$ cat src/rtl/gen_frecuencia_if.sv
`default_nettype none
// +--------------------------------------------------------------------------+
// | gen_frecuencia_if : control/status bundle of the square-wave generator    |
// | Rev 1.0                                                                   |
// +--------------------------------------------------------------------------+
interface gen_frecuencia_if;
  logic       en_i;
  logic [2:0] sel_i;
  logic       clk_o;
  logic       tick_o;
  logic [2:0] sel_act_o;

  modport master (
    output en_i, sel_i,
    input  clk_o, tick_o, sel_act_o
  );

  modport slave (
    input  en_i, sel_i,
    output clk_o, tick_o, sel_act_o
  );
endinterface
`default_nettype wire

$ cat src/rtl/gen_frecuencia.sv
`default_nettype none
// +--------------------------------------------------------------------------+
// | gen_frecuencia : programmable 50%-duty square wave, index 0 (slow)..7     |
// | Rev 1.0                                                                   |
// +--------------------------------------------------------------------------+
module gen_frecuencia #(
  parameter int DIV_BASE = 50000,
  parameter int CNT_W    = 24
) (
  input  logic            clk_i,
  input  logic            reset,
  gen_frecuencia_if.slave bus
);

  typedef enum logic {
    PH_LOW  = 1'b0,
    PH_HIGH = 1'b1
  } phase_e;

  localparam logic [CNT_W-1:0] C_BASE = CNT_W'(DIV_BASE);
  localparam logic [CNT_W-1:0] C_ONE  = CNT_W'(1);

  phase_e             state_q, state_d;
  logic [CNT_W-1:0]   cnt_q, cnt_d;
  logic               clk_q, clk_d;
  logic               tick_q, tick_d;
  logic [2:0]         sel_act_q, sel_act_d;
  logic [CNT_W-1:0]   w_half;
  logic               w_last;

  // CNT_W is sized so the largest shift (index 0) never truncates.
  assign w_half = C_BASE << (3'd7 - sel_act_q);
  assign w_last = (cnt_q == (w_half - C_ONE));

  always_comb begin
    state_d   = state_q;
    cnt_d     = cnt_q;
    clk_d     = clk_q;
    tick_d    = 1'b0;
    sel_act_d = sel_act_q;
    if (!bus.en_i) begin
      state_d   = PH_LOW;
      cnt_d     = '0;
      clk_d     = 1'b0;
      sel_act_d = bus.sel_i;
    end else if (!w_last) begin
      cnt_d = cnt_q + C_ONE;
    end else begin
      cnt_d = '0;
      if (state_q == PH_LOW) begin
        state_d = PH_HIGH;
        clk_d   = 1'b1;
        tick_d  = 1'b1;
      end else begin
        // Period boundary: only point where a new index may take effect.
        state_d   = PH_LOW;
        clk_d     = 1'b0;
        sel_act_d = bus.sel_i;
      end
    end
  end

  always_ff @(posedge clk_i or posedge reset) begin
    if (reset) begin
      state_q   <= PH_LOW;
      cnt_q     <= '0;
      clk_q     <= 1'b0;
      tick_q    <= 1'b0;
      sel_act_q <= 3'b000;
    end else begin
      state_q   <= state_d;
      cnt_q     <= cnt_d;
      clk_q     <= clk_d;
      tick_q    <= tick_d;
      sel_act_q <= sel_act_d;
    end
  end

  assign bus.clk_o     = clk_q;
  assign bus.tick_o    = tick_q;
  assign bus.sel_act_o = sel_act_q;

endmodule
`default_nettype wire

$ cat src/flat_wrapper.sv
// flat-port wrapper written by rule: the top's interface ports become plain ports
module gen_frecuencia_flat 
#(
  parameter int DIV_BASE = 50000,
  parameter int CNT_W    = 24
)
  (clk_i, reset, bus_en_i, bus_sel_i, bus_clk_o, bus_tick_o, bus_sel_act_o);
  gen_frecuencia_if bus_i ();
  input  logic clk_i;
  input  logic reset;
  input wire logic [$bits(bus_i.en_i)-1:0] bus_en_i;
  input wire logic [$bits(bus_i.sel_i)-1:0] bus_sel_i;
  output wire logic [$bits(bus_i.clk_o)-1:0] bus_clk_o;
  output wire logic [$bits(bus_i.tick_o)-1:0] bus_tick_o;
  output wire logic [$bits(bus_i.sel_act_o)-1:0] bus_sel_act_o;
  assign bus_i.en_i = bus_en_i;
  assign bus_i.sel_i = bus_sel_i;
  assign bus_clk_o = bus_i.clk_o;
  assign bus_tick_o = bus_i.tick_o;
  assign bus_sel_act_o = bus_i.sel_act_o;
  gen_frecuencia #(.DIV_BASE(DIV_BASE), .CNT_W(CNT_W)) u_core (.clk_i(clk_i), .reset(reset), .bus(bus_i));
endmodule
$ cat config.mk
export PLATFORM = sky130hd
export DESIGN_NAME = gen_frecuencia_flat
export DESIGN_NICKNAME = d
export VERILOG_FILES = /design/src/rtl/gen_frecuencia_if.sv /design/src/rtl/gen_frecuencia.sv /design/src/flat_wrapper.sv
export SDC_FILE = /design/constraint.sdc
export NUM_CORES = 1
export LEC_CHECK = 0
export ABC_CLOCK_PERIOD_IN_PS = 3150
export CAP_MARGIN = 20
export CORE_UTILIZATION = 54
export CTS_BUF_LIST = sky130_fd_sc_hd__clkbuf_8 sky130_fd_sc_hd__clkbuf_16
export DETAILED_ROUTE_END_ITERATION = 10
export GPL_TIMING_DRIVEN = 0
export PLACE_DENSITY_LB_ADDON = 0.08
export SYNTH_ARGS = -nofsm -noshare
export SYNTH_HDL_FRONTEND = slang
export SYNTH_SLANG_ARGS = --single-unit
$ cat constraint.sdc
create_clock -name clk_i -period 3.15 [get_ports clk_i]
set_input_delay 0.7875 -clock clk_i [delete_from_list [all_inputs] [get_ports clk_i]]
set_output_delay 0.7875 -clock clk_i [all_outputs]
set_load 0.05 [all_outputs]
==> results of run 1 <==
power by group:
group / switching [mW] / leakage (nW) / internal (mW)
registers: 0.0112 / 0.393 / 0.380
logic: 0.163 / 0.612 / 0.122
clock network: 0.143 / 0.0626 / 0.254
logic make-up after synthesis:
group	share of synthesized area, %
DFF	33.5
buffers and inverters	5.72
muxes	2.48
xor gates and xnor gates	15.2
AOI/OAI and AO/OA	12.6
adders and majority gates	9.01
and+or+nand+nor	21.5
synth_stat cells (all sizes together) (2+ instances only):
master | instances | area share (%)
nor2 | 42 | 7.3
dfrtp | 29 | 33
xnor2 | 22 | 8.9
inv | 15 | 2.6
ha | 14 | 8.1
xor2 | 13 | 5.3
a21oi | 9 | 2.3
nand2 | 9 | 1.6
nand3 | 9 | 2.1
nand4 | 8 | 2.3
buf | 6 | 1.9
clkbuf | 6 | 1.2
nor4 | 6 | 2.3
o21ai | 4 | 0.92
mux2 | 3 | 1.6
nor2b | 3 | 0.87
nor3 | 3 | 0.69
o211ai | 3 | 1.0
o31ai | 3 | 1.7
a221oi | 2 | 0.81
a31oi | 2 | 0.58
mux2i | 2 | 0.92
o2111ai | 2 | 1.1
o22ai | 2 | 0.58
layout by cell type (no fill, tap or decap), types with 2 or more instances in the layout:
cell type        synthesis  layout
a21oi_1                  8       8
a31oi_1                  2       2
buf_2                    3       3
buf_4                    2      10
buf_6                    1       3
clkbuf_1                 3       3
clkbuf_2                 3       2
clkbuf_8                 0       6
clkdlybuf4s50_1          0      10
dfrtp_1                 29      26
dfrtp_2                  0       3
ha_1                    14      13
inv_1                   14      13
mux2_1                   3       3
nand2_1                  9       9
nand3_1                  9       9
nand4_1                  8       8
nor2_1                  42      42
nor2b_1                  3       3
nor3_1                   3       3
nor4_1                   4       4
nor4_2                   2       2
o211ai_1                 3       3
o21ai_0                  3       2
o21ai_1                  1       2
o22ai_1                  2       2
o31ai_1                  2       2
xnor2_1                 22      22
xor2_1                  13      13
layout make-up:
type | instances | area, sq um
clock buffer | 6 | 82.6
inverter | 15 | 62.6
clock inverter | 2 | 33.8
fill | 312 | 1140
sequential | 29 | 729
timing repair buffer | 21 | 208
tap | 48 | 60.1
buffer | 12 | 77.6
multi-input combinational | 181 | 1350
layer usage:
layer  track usage [%]  wire length [um]  up-vias
li1                  -                 -      881
met1              33.4              2320      828
met2              40.3              2300       38
met3              4.86               197        6
met4              7.07                54        0
met5                 0                 0        -
worst max-delay path, cell delays in order, from the launching register on:
cell	delay [ns]
dfrtp_2	0.44
clkinvlp_4	0.21
ha_4	0.36
inv_1	0.10
a221oi_2	0.30
o211ai_1	0.14
nor4_2	0.31
o2111ai_2	0.23
o41ai_4	0.45
mux2_1	0.36
repair_timing:
item                                    4_1_cts  5_1_grt
gates cloned                                  0        0
endpoints found under the setup margin        3       24
gates resized for setup                       3       13
pin swaps                                     2        4
buffers inserted                              1        9
hold buffers                                  0        0
through the flow:
| stage | utilization [%] | setup slack [ns] |
|---|---|---|
| after floorplan | - | 0.0898 |
| after global placement | 62.2 | -0.0129 |
| after detailed placement | 63.0 | -0.0675 |
| after CTS | 66.8 | 0.0212 |
| after global routing | 69.6 | -0.0357 |
| final | 69.6 | 0.117 |
flip-flops by register name (all words and copies together), names as in the netlist:
| signal | cells |
|---|---|
| u_core.bus.tick_o | 1 |
| u_core.cnt_q | 24 |
| u_core.state_q | 1 |
| u_core.bus.sel_act_o | 3 |
path summary, 6_finish.rpt:
check                                              from                 endpoint  slack (ns)  depth (start not counted)
worst max-delay path            u_core.bus.sel_act_o[1]  u_core.bus.sel_act_o[2]        0.12                          9
worst min-delay path                    u_core.cnt_q[0]          u_core.cnt_q[0]        0.45                          1
worst max register to register  u_core.bus.sel_act_o[1]  u_core.bus.sel_act_o[2]        0.12                          9
worst min register to register          u_core.cnt_q[0]          u_core.cnt_q[0]        0.45                          1
max in group asynchronous                         reset  u_core.bus.sel_act_o[0]        1.75                          3
min in group asynchronous                         reset          u_core.cnt_q[0]        0.89                          2
==> flow_metrics.py, run 1 <==
metrics = {
    "cells_and_area": {
        "antenna_cells": 0,
        "nNetsFinal": 286,
        "design_area_sq_um": 2610,
        "syn_to_final_growth_pct": 20.2,
        "drive_gt1_share_pct": 16.9,
        "stdcell_count": 314,
    },
    "critical_path": {
        "cp.arrival_ns": 3.20,
        "startpoint_type": "register",
        "critical_path_class": "reg2reg",
        "path_max_fanout": 7,
        "cp-end-kind": "register",
        "required_ns": 3.31,
    },
    "routing": {
        "drtIter0Drc": 134,
        "drc": 0,
        "ant_nets": 0,
        "routed_wl_mm": 4.87,
        "wl_per_cell_um": 15.5,
        "viasPerCell": 5.58,
        "drt-pass1-iter-count": 4,
        "vias": 1753,
    },
    "sta": {
        "tns_ns": 0,
        "period_needed_ns": 3.03,
        "worst_slew_pin_slew_ns": 0.637,
        "slew_viol_final": 0,
        "setup_viol": 0,
        "hold_ws_ns": 0.450,
        "max_freq_mhz": 330,
        "hold_viol": 0,
        "timing.final.crit_share_pct": 96.3,
        "fin_worst_skew_ns": 0.00243,
        "slew_headroom_pct": 57.5,
    },
    "cts": {
        "clock_latency_ns": 0.28,
        "clock_sinks": 29,
        "root_buffer": "clkbuf_8",
        "path_clk_slew_ns": 0.06,
        "htree_levels": 2,
        "cts_tree": "built",
        "clk_path_buf_depth": 2,
        "cts_buffers": 5,
    },
    "job": {
        "max_cap_viol_count": 0,
    },
    "synthesis": {
        "synth_flop_cell": "dfrtp_1",
        "yosys_warnings": 0,
        "seq_area_frac_synth_pct": 33.5,
        "synth_edf_count": 0,
        "synthDistinctLibCells": 53,
        "syn-num-nets": 258,
        "syn_area_per_cell_sq_um": 9.14,
        "async_flop_share_pct": 100,
        "synth-seq-cells": 29,
        "netlist_instances": 237,
        "synthesis.area_sq_um": 2170,
    },
    "die": {
        "rows": 22,
        "die_width_um": 65.4,
        "fp.dieH_um": 65.4,
        "io-pin-count": 11,
        "dieArea_sq_um": 4270,
        "core_area_sq_um": 3740,
        "start_util_pct": 57.9,
    },
    "global_route": {
        "grt_pass1_vias": 1695,
        "grt-ovfl-total": 0,
        "grt_pass1_wl_mm": 7.89,
        "grt_usage_pct": 24.8,
        "grt_max_degree": 17,
        "antenna_found_initial": 0,
    },
    "power_and_ir_drop": {
        "ir_worst_vdd_mv": 0.267,
        "power.leakage_nw": 1.07,
        "powerDensity_nw_per_um2": 412,
        "p_total_mw": 1.07,
    },
    "min_path": {
        "hp-class": "reg2reg",
    },
    "placement": {
        "place_area_sq_um": 2360,
        "port_buffers": 10,
        "routabilityCongestion": 0.936,
        "dp.cells": 296,
        "dp_hpwl_mm": 3.39,
    },
    "status": {
        "status": "completed",
    },
}
No activity file was read; power rests on OpenSTA's default activity.
==> run 2: changes to the inputs <==
--- a/config.mk
+++ b/config.mk
@@ -8,10 +8,11 @@
 export ABC_CLOCK_PERIOD_IN_PS = 3150
 export CAP_MARGIN = 20
 export CORE_UTILIZATION = 54
-export CTS_BUF_LIST = sky130_fd_sc_hd__clkbuf_8 sky130_fd_sc_hd__clkbuf_16
+export CTS_BUF_LIST = sky130_fd_sc_hd__clkbuf_16
 export DETAILED_ROUTE_END_ITERATION = 10
 export GPL_TIMING_DRIVEN = 0
 export PLACE_DENSITY_LB_ADDON = 0.08
+export SLEW_MARGIN = 30
 export SYNTH_ARGS = -nofsm -noshare
 export SYNTH_HDL_FRONTEND = slang
 export SYNTH_SLANG_ARGS = --single-unit
==> flow_metrics.py, run 2 (same netlist as run 1, synthesis figures left out) <==
metrics = {
    "status": {
        "status": "completed",
    },
    "sta": {
        "fin_worst_skew_ns": 0.00438,
        "hold_viol": 0,
        "rsz0062_at_grt": "no",
        "setup_viol": 0,
        "slew_headroom_pct": 59.0,
        "slew_viol_final": 0,
        "max_freq_mhz": 327,
        "timing.final.crit_share_pct": 97.2,
        "worst_slew_pin_slew_ns": 0.615,
        "period_needed_ns": 3.06,
    },
    "cells_and_area": {
        "syn_to_final_growth_pct": 21.4,
        "drive_gt1_share_pct": 17.0,
        "nNetsFinal": 285,
        "antenna_cells": 0,
        "final_util_pct": 70.3,
        "fillerInstances": 306,
        "largest_reg_flops": 24,
        "design_area_sq_um": 2630,
        "final_cell_mix": "nor2_1, dfrtp_1, xnor2_1, xor2_1",
        "regMostFlops": "u_core.cnt_q",
        "final_common_cell": "nor2_1",
    },
    "routing": {
        "ant_nets": 0,
        "viasPerCell": 5.75,
        "drt-pass1-iter-count": 4,
        "wl_per_cell_um": 15.4,
        "vias": 1799,
        "routed_wl_mm": 4.82,
        "drc": 0,
        "drtIter0Drc": 91,
    },
    "power_and_ir_drop": {
        "powerDensity_nw_per_um2": 456,
        "power.leakage_nw": 1.07,
        "p_total_mw": 1.20,
        "ir_worst_vdd_mv": 0.383,
    },
    "job": {
        "max_cap_viol_count": 0,
    },
    "cts": {
        "root_buffer": "clkbuf_16",
        "clk_path_buf_depth": 2,
        "clock_sinks": 29,
        "htree_levels": 2,
        "clock_latency_ns": 0.27,
        "cts_hold_buf": 0,
        "path_clk_slew_ns": 0.05,
        "cts_tree": "built",
        "cts_buffers": 5,
    },
    "critical_path": {
        "worstReg2RegEnd": "u_core.bus.sel_act_o[1]",
        "path_max_fanout": 8,
        "critical_path_class": "reg2reg",
        "required_ns": 3.30,
        "cp-end-kind": "register",
        "reg2reg_from": "u_core.bus.sel_act_o[0]",
        "rrSetupSlack_ns": 0.09,
        "cp.arrival_ns": 3.21,
        "startpoint_type": "register",
        "rr_worst_depth": 9,
    },
    "min_path": {
        "holdPathStages": 1,
        "hp-class": "reg2reg",
        "worstHoldStart": "u_core.cnt_q[0]",
        "whs_endpoint": "u_core.cnt_q[0]",
    },
    "die": {
        "rows": 22,
        "io-pin-count": 11,
        "start_util_pct": 57.9,
        "die_width_um": 65.4,
        "core_area_sq_um": 3740,
        "dieArea_sq_um": 4270,
        "fp.dieH_um": 65.4,
    },
    "global_route": {
        "grt-ovfl-total": 0,
        "grt_pass1_wl_mm": 7.66,
        "groute.layer.met3.usage_pct": 6.60,
        "antenna_found_initial": 0,
        "globalRouteMet2Util_pct": 36.9,
        "grt_usage_pct": 23.9,
        "grt_max_degree": 30,
        "grt-busiest-layer": "met2",
        "grt_pass1_vias": 1655,
        "gr-usage-met1_pct": 32.3,
    },
    "placement": {
        "place_area_sq_um": 2330,
        "routabilityCongestion": 0.936,
        "port_buffers": 10,
        "dp_hpwl_mm": 3.30,
    },
}
run 2: what timing repair did:
item	in CTS	in global routing
endpoints found under the setup margin	3	24
resized for setup	4	15
hold endpoints to repair	0	0
pin swaps	1	4
setup buffers	1	9
gates cloned	0	1
run 2: layout make-up:
cell class / instances / area (sq um) / share of cell area, %
tap: 48 / 60.1 / 2.28
clock buffer: 5 / 125 / 4.76
timing repair buffer: 21 / 185 / 7.04
inverter: 15 / 62.6 / 2.38
clock inverter: 3 / 37.5 / 1.43
buffer: 11 / 72.6 / 2.76
sequential: 29 / 729 / 27.7
multi-input combinational: 181 / 1360 / 51.6
run 2: worst max path at each step:
stage                            start                 endpoint  slack (ns)  depth (start not counted)
6_report       u_core.bus.sel_act_o[0]  u_core.bus.sel_act_o[1]        0.09                          9
5_1_grt        u_core.bus.sel_act_o[2]  u_core.bus.sel_act_o[1]       0.002                         10
4_1_cts        u_core.bus.sel_act_o[1]  u_core.bus.sel_act_o[1]       0.002                          8
3_5_place_dp   u_core.bus.sel_act_o[0]  u_core.bus.sel_act_o[0]       -0.06                          9
2_1_floorplan  u_core.bus.sel_act_o[2]  u_core.bus.sel_act_o[0]        0.09                         10
3_3_place_gp   u_core.bus.sel_act_o[0]  u_core.bus.sel_act_o[0]       -0.01                          9
run 2: worst max-delay path, cell delays in order, from the launching register on:
cell and delay (ns):
dfrtp_2 0.41, buf_4 0.18, inv_4 0.07, fa_1 0.47
nor4b_1 0.35, nand4_1 0.18, xnor2_1 0.22, o2111ai_2 0.21
o41ai_4 0.49, mux2_1 0.37
run 2: where the power goes:
group | switching, mW | leakage, nW | internal (mW)
clock network | 0.160 | 0.0826 | 0.366
registers | 0.0117 | 0.393 | 0.381
logic | 0.161 | 0.595 | 0.121
total | 0.332 | 1.07 | 0.868
run 2: per-stage QoR:
step	hold WS, ns	setup TNS, ns	setup WS (ns)	instances
floorplan	0.424	0	0.0898	237
global placement	0.449	-0.0331	-0.0129	295
detailed placement	0.448	-0.162	-0.0578	295
CTS	0.455	0	0.00245	304
global route	0.461	0	0.00233	313
finish	0.448	0	0.0878	313
run 2: routing by layer:
| layer | wire (um) | vias up | share of wire (%) |
|---|---|---|---|
| met1 | 2320 | 868 | 48 |
| li1 | - | 882 | - |
| met5 | 0 | - | 0 |
| met3 | 201 | 12 | 4.2 |
| met2 | 2200 | 37 | 46 |
| met4 | 97 | 0 | 2.0 |
==> run 3: changes to the inputs <==
--- a/config.mk
+++ b/config.mk
@@ -8,7 +8,7 @@
 export ABC_CLOCK_PERIOD_IN_PS = 3150
 export CAP_MARGIN = 20
 export CORE_UTILIZATION = 54
-export CTS_BUF_LIST = sky130_fd_sc_hd__clkbuf_16
+export CTS_BUF_LIST = sky130_fd_sc_hd__clkbuf_2
 export DETAILED_ROUTE_END_ITERATION = 10
 export GPL_TIMING_DRIVEN = 0
 export PLACE_DENSITY_LB_ADDON = 0.08
==> flow_metrics.py, run 3 (same netlist as run 1, synthesis figures left out) <==
metrics = {
    "placement": {
        "routabilityCongestion": 0.936,
        "dp_hpwl_mm": 3.30,
        "port_buffers": 10,
    },
    "cells_and_area": {
        "final_common_cell": "nor2_1",
        "final_util_pct": 67.5,
        "drive_gt1_share_pct": 17.6,
        "syn_to_final_growth_pct": 16.6,
        "fillerInstances": 323,
        "largest_reg_flops": 24,
        "multiInputGateArea_sq_um": 1350,
        "final_cell_mix": "nor2_1, dfrtp_1, xnor2_1, xor2_1, ha_1",
        "regMostFlops": "u_core.cnt_q",
        "seqCellArea_sq_um": 729,
        "antenna_cells": 0,
        "nNetsFinal": 287,
    },
    "power_and_ir_drop": {
        "power_frac_seq_pct": 41.5,
        "power.leakage_nw": 1.03,
        "power.share.clock_pct": 28.5,
        "comb_power_share_pct": 30.0,
        "powerDensity_nw_per_um2": 369,
        "ir_worst_vdd_mv": 0.277,
        "swShare_pct": 32.2,
        "p_total_uw": 933,
        "p_sw_uw": 300,
        "cellInternalPower_uw": 633,
    },
    "sta": {
        "max_freq_mhz": 330,
        "hold_viol": 0,
        "fin_worst_skew_ns": 0.0143,
        "slew_viol_final": 0,
        "timing.final.crit_share_pct": 96.2,
        "setup_viol": 0,
        "worst_slew_pin_slew_ns": 0.610,
        "slew_headroom_pct": 59.3,
        "period_needed_ns": 3.03,
    },
    "critical_path": {
        "cp-end-kind": "register",
        "path_max_fanout": 10,
        "startpoint_type": "register",
        "required_ns": 3.41,
        "cp.arrival_ns": 3.29,
        "critical_path_class": "reg2reg",
    },
    "cts": {
        "cts_buffers": 5,
        "cts_hold_buf": 0,
        "clk_path_buf_depth": 2,
        "htree_levels": 2,
        "clock_latency_ns": 0.36,
        "path_clk_slew_ns": 0.15,
        "root_buffer": "clkbuf_2",
        "cts_tree": "built",
        "clock_sinks": 29,
    },
    "routing": {
        "drt-pass1-iter-count": 4,
        "routed_wl_mm": 4.69,
        "drc": 0,
        "vias": 1794,
        "viasPerCell": 5.70,
        "drtIter0Drc": 113,
        "wl_per_cell_um": 14.9,
        "ant_nets": 0,
    },
    "min_path": {
        "hp-class": "reg2reg",
    },
    "global_route": {
        "grt_max_degree": 30,
        "grt_usage_pct": 23.6,
        "grt_pass1_vias": 1619,
        "grt-ovfl-total": 0,
        "antenna_found_initial": 0,
        "grt_pass1_wl_mm": 7.56,
    },
    "die": {
        "die_width_um": 65.4,
        "core_area_sq_um": 3740,
        "fp.dieH_um": 65.4,
        "rows": 22,
        "start_util_pct": 57.9,
        "dieArea_sq_um": 4270,
        "io-pin-count": 11,
    },
    "status": {
        "status": "completed",
    },
    "job": {
        "max_cap_viol_count": 0,
    },
}
[run 3: worst paths after layout]
kind	startpoint	end	slack, ns	cells past startpoint
worst min register to register	u_core.cnt_q[0]	u_core.cnt_q[0]	0.46	1
worst min-delay path	u_core.cnt_q[0]	u_core.cnt_q[0]	0.46	1
worst max register to register	u_core.bus.sel_act_o[1]	u_core.cnt_q[11]	0.12	13
worst max-delay path	u_core.bus.sel_act_o[1]	u_core.cnt_q[11]	0.12	13
min in group asynchronous	reset	u_core.cnt_q[16]	0.79	2
max in group asynchronous	reset	u_core.bus.sel_act_o[0]	1.92	2
[run 3: final cells by class]
type	instances	area share, %
Multi-Input combinational cell	181	53.2
Buffer	12	3.07
Inverter	15	2.48
Clock inverter	2	1.34
Timing Repair Buffer	22	7.43
Clock buffer	6	1.19
Tap cell	48	2.38
Sequential cell	29	28.9
[run 3: worst max-delay path: stages (launching register included)]
cell	delay (ns)
dfrtp_2	0.44
buf_4	0.19
ha_1	0.15
buf_2	0.19
xnor3_1	0.41
nand2_1	0.07
o2111ai_1	0.13
nor4_2	0.27
o2111ai_2	0.24
buf_4	0.21
o31ai_4	0.19
buf_4	0.19
buf_2	0.17
nor2_1	0.06
[run 3: metrics by stage]
stage	TNS (ns)	setup slack [ns]	instance area, sq um	std cells	hold slack, ns
2_1_floorplan	0	0.0898	2170	237	0.424
3_5_place_dp	-0.162	-0.0578	2330	295	0.448
6_report	0	0.121	2530	315	0.460
5_1_grt	-0.0461	-0.0175	2530	315	0.475
3_3_place_gp	-0.0331	-0.0129	2330	295	0.449
4_1_cts	0	0.0443	2420	305	0.468
[run 3: timing repair]
item                                    4_1_cts  5_1_grt
gates resized for setup                       5       10
buffers inserted                              2        9
endpoints found under the setup margin        3       24
pin swaps                                     1        4
cloned                                        0        1
[run 3: metal layers]
| metal | vias to the layer above | GRT usage [%] | share of wire, % |
|---|---|---|---|
| li1 | 887 | - | - |
| met1 | 842 | 32.9 | 47 |
| met2 | 51 | 35.8 | 45 |
| met3 | 14 | 5.38 | 5.6 |
| met4 | 0 | 8.15 | 2.5 |
| met5 | - | 0 | 0 |
[run 3: power by group through the flow]
| stage | registers [mW] | clock network (mW) | logic (mW) |
|---|---|---|---|
| final | 0.387 | 0.266 | 0.280 |
| after global routing | 0.388 | 0.290 | 0.304 |
| after CTS | 0.389 | 0.274 | 0.252 |
| after detailed placement | 0.399 | 0 | 0.237 |
| after global placement | 0.399 | 0 | 0.236 |
| after floorplan | 0.410 | 0 | 0.169 |
